**src/rtl/tri_reader_pkg.sv**
```systemverilog
// Shared types and size helpers for the pipelined block reader.
package tri_reader_pkg;

  typedef enum logic {
    IDLE  = 1'b0,
    ISSUE = 1'b1
  } issue_state_e;

  // Widest supported Avalon bus is 64 bits; callers slice down to AVM_DW/8.
  localparam logic [7:0] AVM_BE_ALL = 8'hFF;

  function automatic int calc_beats(input int block_words, input int avm_dw);
    return (32 * block_words) / avm_dw;
  endfunction

  function automatic int calc_block_bytes(input int block_words);
    return 4 * block_words;
  endfunction

endpackage

```
**src/rtl/tri_block_reader_sync_fifo.sv**
```systemverilog
// Small synchronous FIFO with registered storage; head is read combinationally
// from the storage array so a push into an empty FIFO is visible next cycle.
module sync_fifo #(
  parameter int WIDTH = 32,
  parameter int DEPTH = 4
) (
  input  logic                     i_clk,
  input  logic                     i_rst_n,
  input  logic                     i_push,
  input  logic [WIDTH-1:0]         i_push_data,
  input  logic                     i_pop,
  output logic [WIDTH-1:0]         o_pop_data,
  output logic                     o_full,
  output logic                     o_empty,
  output logic [$clog2(DEPTH):0]   o_count
);

  localparam int PTR_W = $clog2(DEPTH);

  logic [WIDTH-1:0] r_mem [DEPTH];
  logic [PTR_W:0]   r_wptr;
  logic [PTR_W:0]   r_rptr;
  logic             w_do_push;
  logic             w_do_pop;

  assign o_empty    = (r_wptr == r_rptr);
  assign o_full     = (r_wptr[PTR_W] != r_rptr[PTR_W]) &&
                      (r_wptr[PTR_W-1:0] == r_rptr[PTR_W-1:0]);
  assign o_count    = r_wptr - r_rptr;
  assign o_pop_data = r_mem[r_rptr[PTR_W-1:0]];

  assign w_do_pop  = i_pop && !o_empty;
  assign w_do_push = i_push && (!o_full || w_do_pop);

  always_ff @(posedge i_clk or negedge i_rst_n) begin
    if (!i_rst_n) begin
      r_wptr <= '0;
      r_rptr <= '0;
    end else begin
      if (w_do_push) r_wptr <= r_wptr + 1'b1;
      if (w_do_pop)  r_rptr <= r_rptr + 1'b1;
    end
  end

  // Storage is cleared so the head reads as zero out of reset.
  always_ff @(posedge i_clk or negedge i_rst_n) begin
    if (!i_rst_n) begin
      for (int i = 0; i < DEPTH; i++) r_mem[i] <= '0;
    end else if (w_do_push) begin
      r_mem[r_wptr[PTR_W-1:0]] <= i_push_data;
    end
  end

endmodule

```
**src/rtl/tri_block_reader.sv**
```systemverilog
// Pipelined Avalon-MM block reader: up to MAX_OUTSTANDING blocks in flight, in-order output.
// Optional TRI_BLOCK_READER_TAG_EN adds a 'tag' output carrying each block's index.
module tri_block_reader
  import tri_reader_pkg::*;
#(
  parameter int BLOCK_WORDS     = 1,
  parameter int AVM_DW          = 16,
  parameter int ADDR_W          = 32,
  parameter int MAX_OUTSTANDING = 4
) (
  input  logic                     clk,
  input  logic                     reset,
  input  logic [ADDR_W-1:0]        baseaddr,
  input  logic [31:0]              index,
  input  logic                     read,
  output logic                     ready,
  output logic [32*BLOCK_WORDS-1:0] data,
  output logic                     ovalid,
  input  logic                     iready,
  output logic                     avm_m0_read,
  output logic                     avm_m0_write,
  output logic [AVM_DW-1:0]        avm_m0_writedata,
  output logic [ADDR_W-1:0]        avm_m0_address,
  output logic [AVM_DW/8-1:0]      avm_m0_byteenable,
  input  logic [AVM_DW-1:0]        avm_m0_readdata,
  input  logic                     avm_m0_readdatavalid,
  input  logic                     avm_m0_waitrequest
`ifdef TRI_BLOCK_READER_TAG_EN
  ,
  output logic [31:0]              tag
`endif
);

  localparam int BLOCK_W     = 32 * BLOCK_WORDS;
  localparam int BEATS       = calc_beats(BLOCK_WORDS, AVM_DW);
  localparam int BLOCK_BYTES = calc_block_bytes(BLOCK_WORDS);
  localparam int BEAT_BYTES  = AVM_DW / 8;
  localparam int BEAT_CW     = (BEATS > 1) ? $clog2(BEATS) : 1;
  localparam int CREDIT_W    = $clog2(MAX_OUTSTANDING) + 1;
  localparam int OUTB_W      = $clog2(MAX_OUTSTANDING * BEATS + 1);
  localparam logic [BEAT_CW-1:0]  LAST_BEAT  = BEAT_CW'(BEATS - 1);
  localparam logic [CREDIT_W-1:0] CREDIT_MAX = CREDIT_W'(MAX_OUTSTANDING);

  issue_state_e        r_state, w_state_next;
  logic [ADDR_W-1:0]   r_addr, w_addr_next;
  logic [BEAT_CW-1:0]  r_issue_beat, w_issue_beat_next;
  logic [BEAT_CW-1:0]  r_rx_beat;
  logic [CREDIT_W-1:0] r_credit;
  logic [OUTB_W-1:0]   r_out_beats;
  logic                r_run;

  logic                w_accept;
  logic                w_pop;
  logic                w_issue_fire;
  logic                w_rdv_ok;
  logic                w_rx_last;
  logic [ADDR_W-1:0]   w_block_addr;
  logic [BLOCK_W-1:0]  w_asm_next;
  logic                w_dfifo_full;
  logic                w_dfifo_empty;
  logic [CREDIT_W-1:0] w_dfifo_count;

  assign avm_m0_write      = 1'b0;
  assign avm_m0_writedata  = '0;
  assign avm_m0_byteenable = AVM_BE_ALL[AVM_DW/8-1:0];
  assign avm_m0_read       = (r_state == ISSUE);
  assign avm_m0_address    = r_addr;

  // r_run keeps ready low until the first clock after reset release.
  assign ready        = r_run && (r_state == IDLE) && (r_credit < CREDIT_MAX);
  assign w_accept     = read && ready;
  assign w_pop        = iready && !w_dfifo_empty;
  assign w_issue_fire = (r_state == ISSUE) && !avm_m0_waitrequest;
  assign w_block_addr = baseaddr + ADDR_W'(index) * ADDR_W'(BLOCK_BYTES);

  always_comb begin
    w_state_next      = r_state;
    w_addr_next       = r_addr;
    w_issue_beat_next = r_issue_beat;
    case (r_state)
      IDLE: begin
        if (w_accept) begin
          w_state_next      = ISSUE;
          w_addr_next       = w_block_addr;
          w_issue_beat_next = '0;
        end
      end
      ISSUE: begin
        if (!avm_m0_waitrequest) begin
          w_addr_next = r_addr + ADDR_W'(BEAT_BYTES);
          if (r_issue_beat == LAST_BEAT) begin
            w_state_next      = IDLE;
            w_issue_beat_next = '0;
          end else begin
            w_issue_beat_next = r_issue_beat + BEAT_CW'(1);
          end
        end
      end
      default: w_state_next = IDLE;
    endcase
  end

  always_ff @(posedge clk or negedge reset) begin
    if (!reset) begin
      r_state      <= IDLE;
      r_addr       <= '0;
      r_issue_beat <= '0;
      r_run        <= 1'b0;
    end else begin
      r_state      <= w_state_next;
      r_addr       <= w_addr_next;
      r_issue_beat <= w_issue_beat_next;
      r_run        <= 1'b1;
    end
  end

  always_ff @(posedge clk or negedge reset) begin
    if (!reset) begin
      r_credit <= '0;
    end else begin
      case ({w_accept, w_pop})
        2'b10:   r_credit <= r_credit + CREDIT_W'(1);
        2'b01:   r_credit <= r_credit - CREDIT_W'(1);
        default: r_credit <= r_credit;
      endcase
    end
  end

  // Beats issued but not yet returned; stray readdatavalid with none pending is dropped.
  assign w_rdv_ok = avm_m0_readdatavalid && ((r_out_beats != '0) || w_issue_fire);

  always_ff @(posedge clk or negedge reset) begin
    if (!reset) begin
      r_out_beats <= '0;
    end else begin
      case ({w_issue_fire, w_rdv_ok})
        2'b10:   r_out_beats <= r_out_beats + OUTB_W'(1);
        2'b01:   r_out_beats <= r_out_beats - OUTB_W'(1);
        default: r_out_beats <= r_out_beats;
      endcase
    end
  end

  assign w_rx_last = w_rdv_ok && (r_rx_beat == LAST_BEAT);

  always_ff @(posedge clk or negedge reset) begin
    if (!reset) begin
      r_rx_beat <= '0;
    end else if (w_rdv_ok) begin
      r_rx_beat <= (r_rx_beat == LAST_BEAT) ? '0 : r_rx_beat + BEAT_CW'(1);
    end
  end

  generate
    if (BEATS == 1) begin : g_single
      assign w_asm_next = avm_m0_readdata;
    end else begin : g_shift
      // Only the older beats are stored; the newest beat is appended on the fly.
      logic [BLOCK_W-AVM_DW-1:0] r_asm;
      always_ff @(posedge clk or negedge reset) begin
        if (!reset) begin
          r_asm <= '0;
        end else if (w_rdv_ok) begin
          r_asm <= w_asm_next[BLOCK_W-AVM_DW-1:0];
        end
      end
      assign w_asm_next = {r_asm, avm_m0_readdata};
    end
  endgenerate

  sync_fifo #(
    .WIDTH (BLOCK_W),
    .DEPTH (MAX_OUTSTANDING)
  ) u_data_fifo (
    .i_clk       (clk),
    .i_rst_n     (reset),
    .i_push      (w_rx_last && !w_dfifo_full),
    .i_push_data (w_asm_next),
    .i_pop       (w_pop),
    .o_pop_data  (data),
    .o_full      (w_dfifo_full),
    .o_empty     (w_dfifo_empty),
    .o_count     (w_dfifo_count)
  );

  assign ovalid = (w_dfifo_count != '0);

`ifdef TRI_BLOCK_READER_TAG_EN
  logic                w_tfifo_full_unused;
  logic                w_tfifo_empty_unused;
  logic [CREDIT_W-1:0] w_tfifo_count_unused;

  sync_fifo #(
    .WIDTH (32),
    .DEPTH (MAX_OUTSTANDING)
  ) u_tag_fifo (
    .i_clk       (clk),
    .i_rst_n     (reset),
    .i_push      (w_accept),
    .i_push_data (index),
    .i_pop       (w_pop),
    .o_pop_data  (tag),
    .o_full      (w_tfifo_full_unused),
    .o_empty     (w_tfifo_empty_unused),
    .o_count     (w_tfifo_count_unused)
  );
`endif

endmodule

```
**config.mk**
```make
export PLATFORM = sky130hd
export DESIGN_NAME = tri_block_reader
export DESIGN_NICKNAME = d
export VERILOG_FILES = /design/src/rtl/tri_reader_pkg.sv /design/src/rtl/tri_block_reader_sync_fifo.sv /design/src/rtl/tri_block_reader.sv
export SDC_FILE = /design/constraint.sdc
export NUM_CORES = 1
export LEC_CHECK = 0
export BUFFER_PORTS_ARGS = -buffer_cell sky130_fd_sc_hd__buf_2
export CAP_MARGIN = 20
export CORE_MARGIN = 2
export CORE_UTILIZATION = 35
export CTS_CLUSTER_SIZE = 40
export DETAILED_ROUTE_END_ITERATION = 16
export SYNTH_ARGS = -nofsm -noshare
export SYNTH_HDL_FRONTEND = slang
export SYNTH_SLANG_ARGS = --single-unit
```
**constraint.sdc**
```tcl
create_clock -name clk -period 8.27 [get_ports clk]
set_clock_uncertainty 0.15 [all_clocks]
set_input_delay 0.827 -clock clk [delete_from_list [all_inputs] [get_ports clk]]
set_output_delay 0.827 -clock clk [all_outputs]
set_load 0.05 [all_outputs]
```
* Word-level counts from Yosys, hierarchy flattened
Cells that the tools add are included.
** Cells by class
- Add/sub/neg operators :: 11
- Order comparisons :: 4
- Equality and inequality tests :: 9
- Muxes and demuxes :: 20
- Bitwise logic cells :: 3
- Reduce and logical (&&, ||, !) cells :: 22
** Operator list (number)
- $mux 32 :: 5
- $bwmux 128 :: 1
- $bmux 32 s2 :: 1
- $demux 32 s2 :: 1
- $pmux 32 s2 :: 1
- $add 32x2->32 const B :: 1
- $add 32x32->32 :: 1
- $logic_and 1x1->1 :: 12
- $add 3x1->3 const B :: 3
- $pmux 4 s2 :: 1
- $mux 1 :: 7
- $ge 3x3->1 const B :: 2
- $not 2->3 :: 2
- $pmux 3 s2 :: 1
- $add 4x1->4 const B :: 1
- $eq 2x1->1 const B :: 2
- $eq 2x2->1 const B :: 2
- $ne 2x2->1 const B :: 2
- $pmux 1 s2 :: 2
- $reduce_bool 2->1 :: 2
- $reduce_bool 4->1 :: 1
- $sub 4x1->4 const B :: 1
- $eq 3x3->1 :: 1
- $logic_not 1->1 :: 3
- other kinds (11) :: 13
** Word-level totals
- Register bits :: 193
- Output and inout port bits :: 86
- Word-level logic and storage cells :: 83

* Longest topological paths before layout
- Depth in word-level cells :: 7
- Depth in mapped cells :: 12
- Gate-level depth less buffers :: 10

* Modules after synthesis
A second synthesis with hierarchy kept.
** Second synthesis, totals
- Cell total of the unflattened synthesis :: 968
- Area, all modules :: 11131.9 µm²
** By module, submodules not included
- sync_fifo :: instances 1, cells each 353, area an instance 6065.8 µm²
- tri_block_reader :: instances 1, cells each 615, area an instance 5066.1 µm²

* Worst setup path before layout
Ideal clock, no wire load.
- Kind :: register to register
- From :: register r_state (netlist: avm_m0_read)
- To :: register r_credit[1]
- Setup time :: 0.083 ns
- Data arrival time :: 3.474 ns
- Slack :: 4.563 ns
- Cell stages (with the launch flop) :: 10
- Buffers on the path :: 2
- Clock period less this slack :: 3.707 ns
- Cells stage by stage :: dfrtp_1 nor3b_1 and2_1 buf_2 clkinv_1 clkbuf_1 ha_1 inv_1 fa_1 o21ai_0
** Between the ends
- Longest elaborated chain between the ends :: 6
- Elaborated cells between the ends (all ways) :: 8
** Ends and longest elaborated chain
- from (decl) :: RTL line tri_block_reader.sv:44 : issue_state_e r_state, w_state_next;
- from (signal assigned) :: RTL line tri_block_reader.sv:110 : r_state <= w_state_next;
- $not 1->1 (*) :: RTL line tri_block_reader.sv:70 : assign ready = r_run && (r_state == IDLE) && (r_credit < CREDIT_MAX);
- $logic_and 1x1->1 (*) (2 in series) :: RTL line tri_block_reader.sv:70
- via ready :: RTL line tri_block_reader.sv:16 : output logic ready,
- $logic_and 1x1->1 (*) :: RTL line tri_block_reader.sv:71 : assign w_accept = read && ready;
- $eq 2x1->1 or $eq 2x2->1 (tied branches) :: RTL line tri_block_reader.sv:121 : case ({w_accept, w_pop})
- $pmux 3 s2 or $reduce_bool 2->1 (tied branches)
- to (signal assigned) :: RTL line tri_block_reader.sv:122 : 2'b10: r_credit <= r_credit + CREDIT_W'(1);
- to (signal assigned) :: RTL line tri_block_reader.sv:123 : 2'b01: r_credit <= r_credit - CREDIT_W'(1);
- to (signal assigned) :: RTL line tri_block_reader.sv:124 : default: r_credit <= r_credit;
- to (decl) :: RTL line tri_block_reader.sv:48 : logic [CREDIT_W-1:0] r_credit;
The timed path passes the listed nets; every way through them passes the cells marked *.
A chain may end at the register's enable or synchronous reset.

* Worst setup path in the final report
- From :: register r_state (netlist: avm_m0_read)
- To :: register u_data_fifo.r_mem[95] (netlist bit)
** Between the ends
- Longest elaborated chain between the ends :: 6
** Ends and longest elaborated chain
- $logic_and 1x1->1 :: RTL line tri_block_reader.sv:73 : assign w_issue_fire = (r_state == ISSUE) && !avm_m0_waitrequest;
- $logic_or 1x1->1 :: RTL line tri_block_reader.sv:130 : assign w_rdv_ok = avm_m0_readdatavalid && ((r_out_beats != '0) || w_issue_fire);
- $logic_and 1x1->1 :: RTL line tri_block_reader.sv:130
- $logic_and 1x1->1 :: RTL line tri_block_reader.sv:144 : assign w_rx_last = w_rdv_ok && (r_rx_beat == LAST_BEAT);
- $logic_and 1x1->1 :: RTL line tri_block_reader.sv:177 : .i_push (w_rx_last && !w_dfifo_full),
- $logic_and 1x1->1 :: RTL line tri_block_reader_sync_fifo.sv:33 : assign w_do_push = i_push && (!o_full || w_do_pop);
- to (signal, indexed assignment) :: RTL line tri_block_reader_sync_fifo.sv:50 : r_mem[r_wptr[PTR_W-1:0]] <= i_push_data;
- to (decl) :: RTL line tri_block_reader_sync_fifo.sv:20 : logic [WIDTH-1:0] r_mem [DEPTH];
Every way passes these cells.

==> results_dict.tcl <==
set metrics [dict create \
    status "finished, final reports clean" \
    r2r_slack_ns 4.63 \
    cts_made_buffers 17 \
    cp.arrival_ns 3.82 \
    place_inst 1475 \
    drtIter0Drc 412 \
    ir_drop_v 0.0001941 \
    p_total_w 0.005537 \
    fillers 3055 \
    seq_area_frac_synth_pct 42.61 \
    syn_inst 963 \
    crit_buf_inv 2 \
    place_congestion 0.8534 \
    cts_tree "done" \
    yosysTopAreaCell "dfrtp_1" \
    register_area_um2 4831 \
    num_io_pins 172 \
    stdcell_area_um2 12960 \
    synth_edf_count 0 \
    drc_errors 0 \
    tightest_slew_ns 0.8986 \
    cpPeakStageDelay_ns 0.68 \
    finalSetupViolations 0 \
    grt_antenna_before_repair 1 \
    crit_path_cell_trace "buf_4, nor2b_1, o21ai_4, inv_4, and3_1, and2_4, mux2_2" \
    dr_wl_met3_um 1405 \
    avgSynthCellArea_um2 11.77 \
    required_ns 8.45 \
    synth.top_cell.area_share_pct 42.61 \
    rows 65 \
    multiInputGateArea_um2 6021 \
    die_area_um2 33840 \
    rsz0062_at_grt "no" \
    place_area_um2 12290 \
    crit_family "simple AND/OR/NAND/NOR gates" \
    grt_max_degree 81 \
    drv_cap 0 \
    relSlewSlack_pct 40.09 \
    end_kind "flop" \
    maxSlewViolCount 0 \
    ys_ff_latch 193 \
    routed_wl_um 26040 \
    hold_viol 0 \
    finalCriticalPeriod_ns 3.642 \
    drt-met1-wl_um 12270 \
    start_util_pct 35.73 \
    finalCritPeriodShare_pct 44.04 \
    crit_fanout 35 \
    route.met2.wl_um 12150 \
    design.core.area_um2 31720 \
    viasPerCell 5.114 \
    cts_root_buf "clkbuf_16" \
    power_leakage_nw 6.015 \
    crit_type "reg2reg" \
    reg2regPathDepth 7 \
    fin_cells 1509 \
    r2r-start "avm_m0_read$_DFF_PN0_" \
    nNetsFinal 1224 \
    cts.path.max_buffers 2 \
    area_growth_pct 14.39 \
    ctsHoldBuffers 0 \
    grt_pass1_vias 7677 \
    timing.rr.end "u_data_fifo.r_mem[95]$_DFFE_PN0P_" \
    start_kind "flop" \
    critPathSlowestCell "and2_4" \
    synth_commonest_cells "dfrtp_1 (193), mux2_4 (119), nand2_1 (101)" \
    gr-total-overflow 0 \
    insertion_delay_ns 0.44 \
    grt_use_total_pct 15.65 \
    synthArstFlopShare_pct 100.0 \
    power_density_nw_per_um2 427.1 \
    die_x_um 183.9 \
    holdWs_ns 0.2036 \
    dpl.hpwl_um 17590 \
    yosysWarnings 0 \
    dr.max_layer_used "met4" \
    cts-resized-gates 0 \
    dr.pass1.iters 5 \
    fmaxAchievable_mhz 274.6 \
    clock-sinks 193 \
    holdCritPathClass "in2async" \
    portBuffers 150 \
    synth_top_flop_cell "dfrtp_1" \
    clk_pin_slew_ns 0.08 \
    synth.cell_area_um2 11330 \
    drive_gt1_share_pct 33.54 \
    grt_pass1_wl_um 42010 \
    cts_htree_levels 4 \
    setup_tns_ns 0 \
    fp.dieH_um 183.9 \
    yosysUniqueCellTypes 61 \
    synth_area_leaders "dfrtp_1 (43%), mux2_4 (16%), mux4_2 (6.4%)" \
    drtAntennaViolNets 0 \
    wl_per_cell_um 17.25 \
    vias 7717 \
    synth_most_common_cell "dfrtp_1" \
    post_cts_buffers 0 \
]
==> cell type report <==
type | count | share of cell area, %
sequential | 193 | 37.26
clock buffer | 17 | 3.282
antenna | 1 | 0.01930
inverter | 29 | 0.8590
tap | 402 | 3.880
multi-input combinational | 693 | 46.44
timing repair buffer | 159 | 6.534
clock inverter | 15 | 1.718
==> cells by family (layout without fill, tap and decap cells) <==
family                     Yosys count  after routing  synth area share [%]
xor gates and xnor gates            36             36                 2.782
other                                2             21               0.06626
DFF                                193            193                 42.61
and+or+nand+nor                    245            245                 10.30
muxes                              171            171                 24.06
adders and majority gates           45             45                 5.233
AOI/OAI and AO/OA                  176            176                 10.01
buffers and inverters               95            220                 4.935
==> metal layers <==
layer,up-vias,GRT usage (%)
li1,3723,-
met1,3799,21.29
met5,-,0
met2,179,25.24
met3,16,3.823
met4,0,3.552
==> sequential cells by signal (all words and copies together) (netlist names) <==
signal and count:
u_data_fifo.r_mem 128, avm_m0_address 32, g_shift.r_asm 16, r_out_beats 4, r_credit 3, u_data_fifo.r_rptr 3, u_data_fifo.r_wptr 3, avm_m0_read 1
r_issue_beat 1, r_run 1, r_rx_beat 1
==> where the power goes <==
part | internal, W | switching (W)
combinational | 0.00119 | 0.00172
clock | 0.000430 | 0.000452
sequential | 0.00139 | 0.000352
==> cells in the final DEF (no fill, tap or decap), types with 30 or more instances in the layout <==
master   netlist  final
mux2_4       119    119
o21ai_0       49     49
ha_1          41     41
buf_2          1    149
a21oi_1       39     39
mux4_2        32     32
dfrtp_1      193    192
nor2_1        35     34
nand2_1      101    101
nand3_1       30     30
==> worst register-to-register path: stages, from the launching register on <==
cell,delay (ns)
dfrtp_1,0.33
buf_4,0.37
nor2b_1,0.56
o21ai_4,0.33
inv_4,0.31
and3_1,0.36
and2_4,0.68
mux2_2,0.43
==> per-stage QoR <==
stage | util, % | worst slack, ns
finish | 40.87 | 4.628
CTS | 40.78 | 4.545
global placement | 38.73 | 4.275
floorplan | - | 4.563
detailed placement | 38.73 | 4.272
global route | 40.86 | 4.348
==> worst max-delay path by stage <==
stage,depth (start not counted),slack [ns],startpoint,to
global placement,7,4.28,avm_m0_waitrequest,u_data_fifo.r_mem[23]$_DFFE_PN0P_
finish,7,4.63,avm_m0_read$_DFF_PN0_,u_data_fifo.r_mem[95]$_DFFE_PN0P_
CTS,7,4.55,avm_m0_read$_DFF_PN0_,u_data_fifo.r_mem[32]$_DFFE_PN0P_
floorplan,9,4.56,avm_m0_read$_DFF_PN0_,r_credit[1]$_DFFE_PN0P_
global route,7,4.35,avm_m0_read$_DFF_PN0_,u_data_fifo.r_mem[25]$_DFFE_PN0P_
detailed placement,7,4.27,avm_m0_waitrequest,u_data_fifo.r_mem[32]$_DFFE_PN0P_
(Power assumes the default switching activity.)
